--- config.mk ---
export PLATFORM = sky130hd
export DESIGN_NAME = dm_responder
export DESIGN_NICKNAME = d
export VERILOG_FILES = /design/src/rtl/dm_responder.sv
export SDC_FILE = /design/constraint.sdc
export NUM_CORES = 1
export LEC_CHECK = 0
export BUFFER_PORTS_ARGS = -buffer_cell sky130_fd_sc_hd__buf_2
export CAP_MARGIN = 0
export CELL_PAD_IN_SITES_DETAIL_PLACEMENT = 1
export CELL_PAD_IN_SITES_GLOBAL_PLACEMENT = 1
export CORE_MARGIN = 2
export CORE_UTILIZATION = 55
export CTS_BUF_LIST = sky130_fd_sc_hd__clkbuf_2 sky130_fd_sc_hd__clkbuf_4 sky130_fd_sc_hd__clkbuf_8
export CTS_CLUSTER_DIAMETER = 60
export CTS_CLUSTER_SIZE = 30
export DETAILED_ROUTE_END_ITERATION = 8
export PLACE_DENSITY = 0.8
export SKIP_CTS_REPAIR_TIMING = 1
export SLEW_MARGIN = 30
export SYNTH_ARGS = -nofsm -noshare
export SYNTH_HDL_FRONTEND = slang
export SYNTH_SLANG_ARGS = --single-unit
--- constraint.sdc ---
create_clock -name clk_i -period 9.4 [get_ports clk_i]
set_input_delay 0.94 -clock clk_i [delete_from_list [all_inputs] [get_ports clk_i]]
set_output_delay 0.94 -clock clk_i [all_outputs]
set_load 0.01 [all_outputs]
--- src/rtl/dm_responder.sv ---
// dm_responder: fixed-latency data-memory responder for a pipelined CPU MEM stage.
// A request seen in IDLE is captured, the pipeline is stalled for LATENCY cycles,
// and the access completes on the edge that enters DONE.
module dm_responder #(
   parameter int unsigned DEPTH   = 32,
   parameter int unsigned LATENCY = 2
) (
   input  logic        clk_i,
   input  logic        rst_i,
   input  logic        MemRead_i,
   input  logic        MemWrite_i,
   input  logic [31:0] addr_i,
   input  logic [31:0] data_i,
   output logic [31:0] data_o,
   output logic        stall_o,
   output logic        err_o
);

   localparam int unsigned IDXW     = $clog2(DEPTH);
   localparam logic [2:0]  CNT_INIT = 3'(LATENCY - 1);

   typedef enum logic [1:0] {
      IDLE,
      BUSY,
      DONE
   } state_e;

   state_e          state_q, state_d;
   logic [2:0]      cnt_q, cnt_d;
   logic            op_wr_q, op_wr_d;
   logic [IDXW-1:0] idx_q, idx_d;
   logic [31:0]     wdata_q, wdata_d;
   logic [31:0]     data_q, data_d;
   logic            err_q, err_d;
   logic [31:0]     mem_q [DEPTH];

   logic            req;
   logic            commit;
   logic [IDXW-1:0] addr_idx;
   logic            unused_addr;

   assign req         = MemRead_i | MemWrite_i;
   assign addr_idx    = addr_i[IDXW+1:2];
   // Upper address bits are dropped on purpose: out-of-range addresses wrap.
   assign unused_addr = ^addr_i[31:IDXW+2];

   assign data_o = data_q;
   assign err_o  = err_q;

   // Next-state, capture and stall decode.
   always_comb begin
      state_d = state_q;
      cnt_d   = cnt_q;
      op_wr_d = op_wr_q;
      idx_d   = idx_q;
      wdata_d = wdata_q;
      err_d   = err_q;
      stall_o = 1'b0;
      unique case (state_q)
         IDLE: begin
            if (req) begin
               stall_o = 1'b1;
               // Write wins when both strobes are high.
               op_wr_d = MemWrite_i;
               idx_d   = addr_idx;
               wdata_d = data_i;
               if ((MemRead_i && MemWrite_i) || (addr_i[1:0] != 2'b00)) begin
                  err_d = 1'b1;
               end
               if (LATENCY > 1) begin
                  state_d = BUSY;
                  cnt_d   = CNT_INIT;
               end else begin
                  state_d = DONE;
                  cnt_d   = '0;
               end
            end
         end
         BUSY: begin
            stall_o = 1'b1;
            cnt_d   = cnt_q - 3'd1;
            if (cnt_q == 3'd1) begin
               state_d = DONE;
            end
         end
         DONE: begin
            state_d = IDLE;
         end
         default: begin
            state_d = IDLE;
         end
      endcase
      if (rst_i) begin
         stall_o = 1'b0;
      end
   end

   // The access uses the _d copies so that with LATENCY=1 the capture edge
   // (IDLE->DONE) can commit directly from the live inputs.
   assign commit = (state_d == DONE) && (state_q != DONE) && !rst_i;

   // Load data path: only the DONE-entry edge of a read updates data_o.
   always_comb begin
      data_d = data_q;
      if (commit && !op_wr_d) begin
         data_d = mem_q[idx_d];
      end
   end

   // Control and capture registers with synchronous reset.
   always_ff @(posedge clk_i) begin
      if (rst_i) begin
         state_q <= IDLE;
         cnt_q   <= '0;
         op_wr_q <= 1'b0;
         idx_q   <= '0;
         wdata_q <= '0;
         data_q  <= '0;
         err_q   <= 1'b0;
      end else begin
         state_q <= state_d;
         cnt_q   <= cnt_d;
         op_wr_q <= op_wr_d;
         idx_q   <= idx_d;
         wdata_q <= wdata_d;
         data_q  <= data_d;
         err_q   <= err_d;
      end
   end

   // Storage array; not reset, so contents survive rst_i.
   always_ff @(posedge clk_i) begin
      if (commit && op_wr_d) begin
         mem_q[idx_d] <= wdata_d;
      end
   end

endmodule

==> results.ini <==
[grt]
grtUsageTotal_pct = 32.9
grt_pass1_vias = 28400
grt_max_degree = 132
grt_pass1_wl_um = 193000
grt_antenna_before_repair = 3
gr-total-overflow = 0

[timing]
fmax_mhz = 181
grt_setup_unrepaired = false
clock_skew_ps = 52.3
hold_viol_final = 0
fin_crit_ps = 5520
slew_headroom_pct = 32.5
setup_viol = 0
whs_ps = 465
setup_tns_ps = 0
worst_pin_slew_ps = 1010
fin_crit_sh_pct = 58.7
maxSlewViolCount = 0
finalWorstSetupSlack_ps = 3880

[power_and_ir_drop]
power.density_nw_per_um2 = 201
ir_worst_vdd_mv = 0.123
leakagePower_nw = 15.4
p_total_mw = 9.36

[placed_design]
place.gp.congestion = 0.871
dp.cells = 3852
port_buffers = 76
dpl-instance-area_um2 = 44800
pre_cts_ws_ps = 3300
place_hpwl_um = 78400

[routing]
wl_met3_um = 12900
ant_nets = 0
wl_met2_um = 65500
met1_length_um = 48800
drt_pass1_iterations = 6
vias = 27300
viasPerCell = 6.86
drc_errors = 0
wire_per_inst_um = 33.6
dr.first_iter.drc_count = 3558
routed.top_layer = met5
routed_wl_um = 134000

[yosys]
synth_top_area_share_pct = 71.3
netlist_instances = 2845
synth_cell_types = 75
yosys.area.top_type = edfxtp_1
synth_area_leaders = edfxtp_1 71%, nand2_1 3.9%, dfxtp_1 3.5%, mux2i_1 3.2%, a311oi_1 1.4%
post-synth-top-count-cell = edfxtp_1
yosysSeqAreaShare_pct = 74.8
ys.flop_type = edfxtp_1
syn_avg_cell_area_um2 = 15.2
synthTopCellsByCount = 1,024 x edfxtp_1, 449 x nand2_1, 139 x mux2i_1, 124 x nand3_1, 108 x a21oi_1
mappedNetlistArea_um2 = 43100
synthArstFlopShare_pct = 0
yosysWarnings = 0
syn_nets = 2915
synth_seq_cells = 1100
synth_edf_count = 1024

[critical_path]
cp_max_fo = 42
cp.arrival_ps = 5910
worst-setup-path-type = in2reg
cp.required_ps = 9790
crit_path_end_kind = flip-flop
cp-start-kind = primary input

[final_layout]
utilization_pct = 60.1
area_growth_syn_to_layout_pct = 8.21
stdcell_area_um2 = 46700
nNetsFinal = 2955
stdcell_count = 3983
drive_above_1_share_pct = 14.4
multi_input_area_um2 = 10300
nFillCells = 7158
register_area_um2 = 32300

[clock_network]
h-tree-depth = 3
cts_tree = done
cts_buffer_depth = 3
root_buffer = clkbuf_8
path_clk_slew_ps = 130
cts.sinks = 1100
insertion_delay_ps = 750
cts_made_buffers = 69

[die]
die_w_um = 284
core_area_um2 = 77600
die_area_um2 = 80700
die_h_um = 284
io_pins = 102
core.rowCount = 102
start_util_pct = 55.6

[status]
status = completed

[flow_run]
maxCapViolations = 0

[hold_path]
hold_path.class = in2reg

==> final timing paths <==
| path | start | end | slack (ps) | depth (start not counted) |
|---|---|---|---|---|
| max | MemRead_i | mem_q[9][16] | 3880 | 7 |
| min | data_i[29] | wdata_q[29] | 470 | 3 |
| max reg2reg | state_q[0] | mem_q[9][16] | 4100 | 6 |
| min reg2reg | err_o | err_o | 480 | 2 |
==> logic make-up (layout without fill, tap and decap cells) <==
group,count (synthesis),count (layout),synth area share [%]
and+or+nand+nor,771,771,8.01
buffers and inverters,193,287,2.22
muxes,175,175,4.77
AOI/OAI and AO/OA,603,603,10.1
adders and majority gates,2,2,0.0580
other,0,4,0
DFF,1100,1100,74.8
xor gates and xnor gates,1,1,0.0203
==> placed cells by master, fill, tap and decap left out, types with 74 or more instances in the layout <==
cell type  synthesis  layout
edfxtp_1        1024    1024
and3_1            86      85
nand3_1          124     122
mux2i_1          139     139
buf_4             13      77
nand2_1          449     420
buf_2             45      75
a211oi_1          77      77
dfxtp_1           76      76
a21oi_1          108     108
clkbuf_8           0      74
o21ai_0           89      89
==> layer usage <==
layer / vias up / GRT usage (%)
met5: - / 0
li1: 11200 / -
met1: 14000 / 43.0
met3: 370 / 5.15
met2: 1752 / 54.2
met4: 2 / 15.6
==> where the power goes <==
| part | internal [mW] | total, mW | switching, mW |
|---|---|---|---|
| sequential | 5.51 | 5.53 | 0.0206 |
| combinational | 0.276 | 1.13 | 0.850 |
| clock | 1.04 | 2.71 | 1.67 |
==> critical path, stage by stage <==
cell	delay, ps
buf_2	130
or2_1	700
nand3_1	820
nand2_4	860
nand3_1	880
nor2_4	1040
buf_4	480
==> layout make-up <==
cell class,count,area share (%)
Sequential cell,1100,69.2
Clock buffer,81,2.30
Inverter,5,0.0402
Antenna cell,4,0.0215
Clock inverter,44,1.31
Timing Repair Buffer,157,2.25
Multi-Input combinational cell,1552,22.1
Tap cell,1040,2.79
==> state kept, by name, indices dropped and copies added, names as in the netlist <==
name / count
wdata_q: 32
state_q: 2
op_wr_q: 1
mem_q: 1024
data_o: 32
cnt_q: 3
idx_q: 5
err_o: 1
Power figures use the tool's default switching activity.
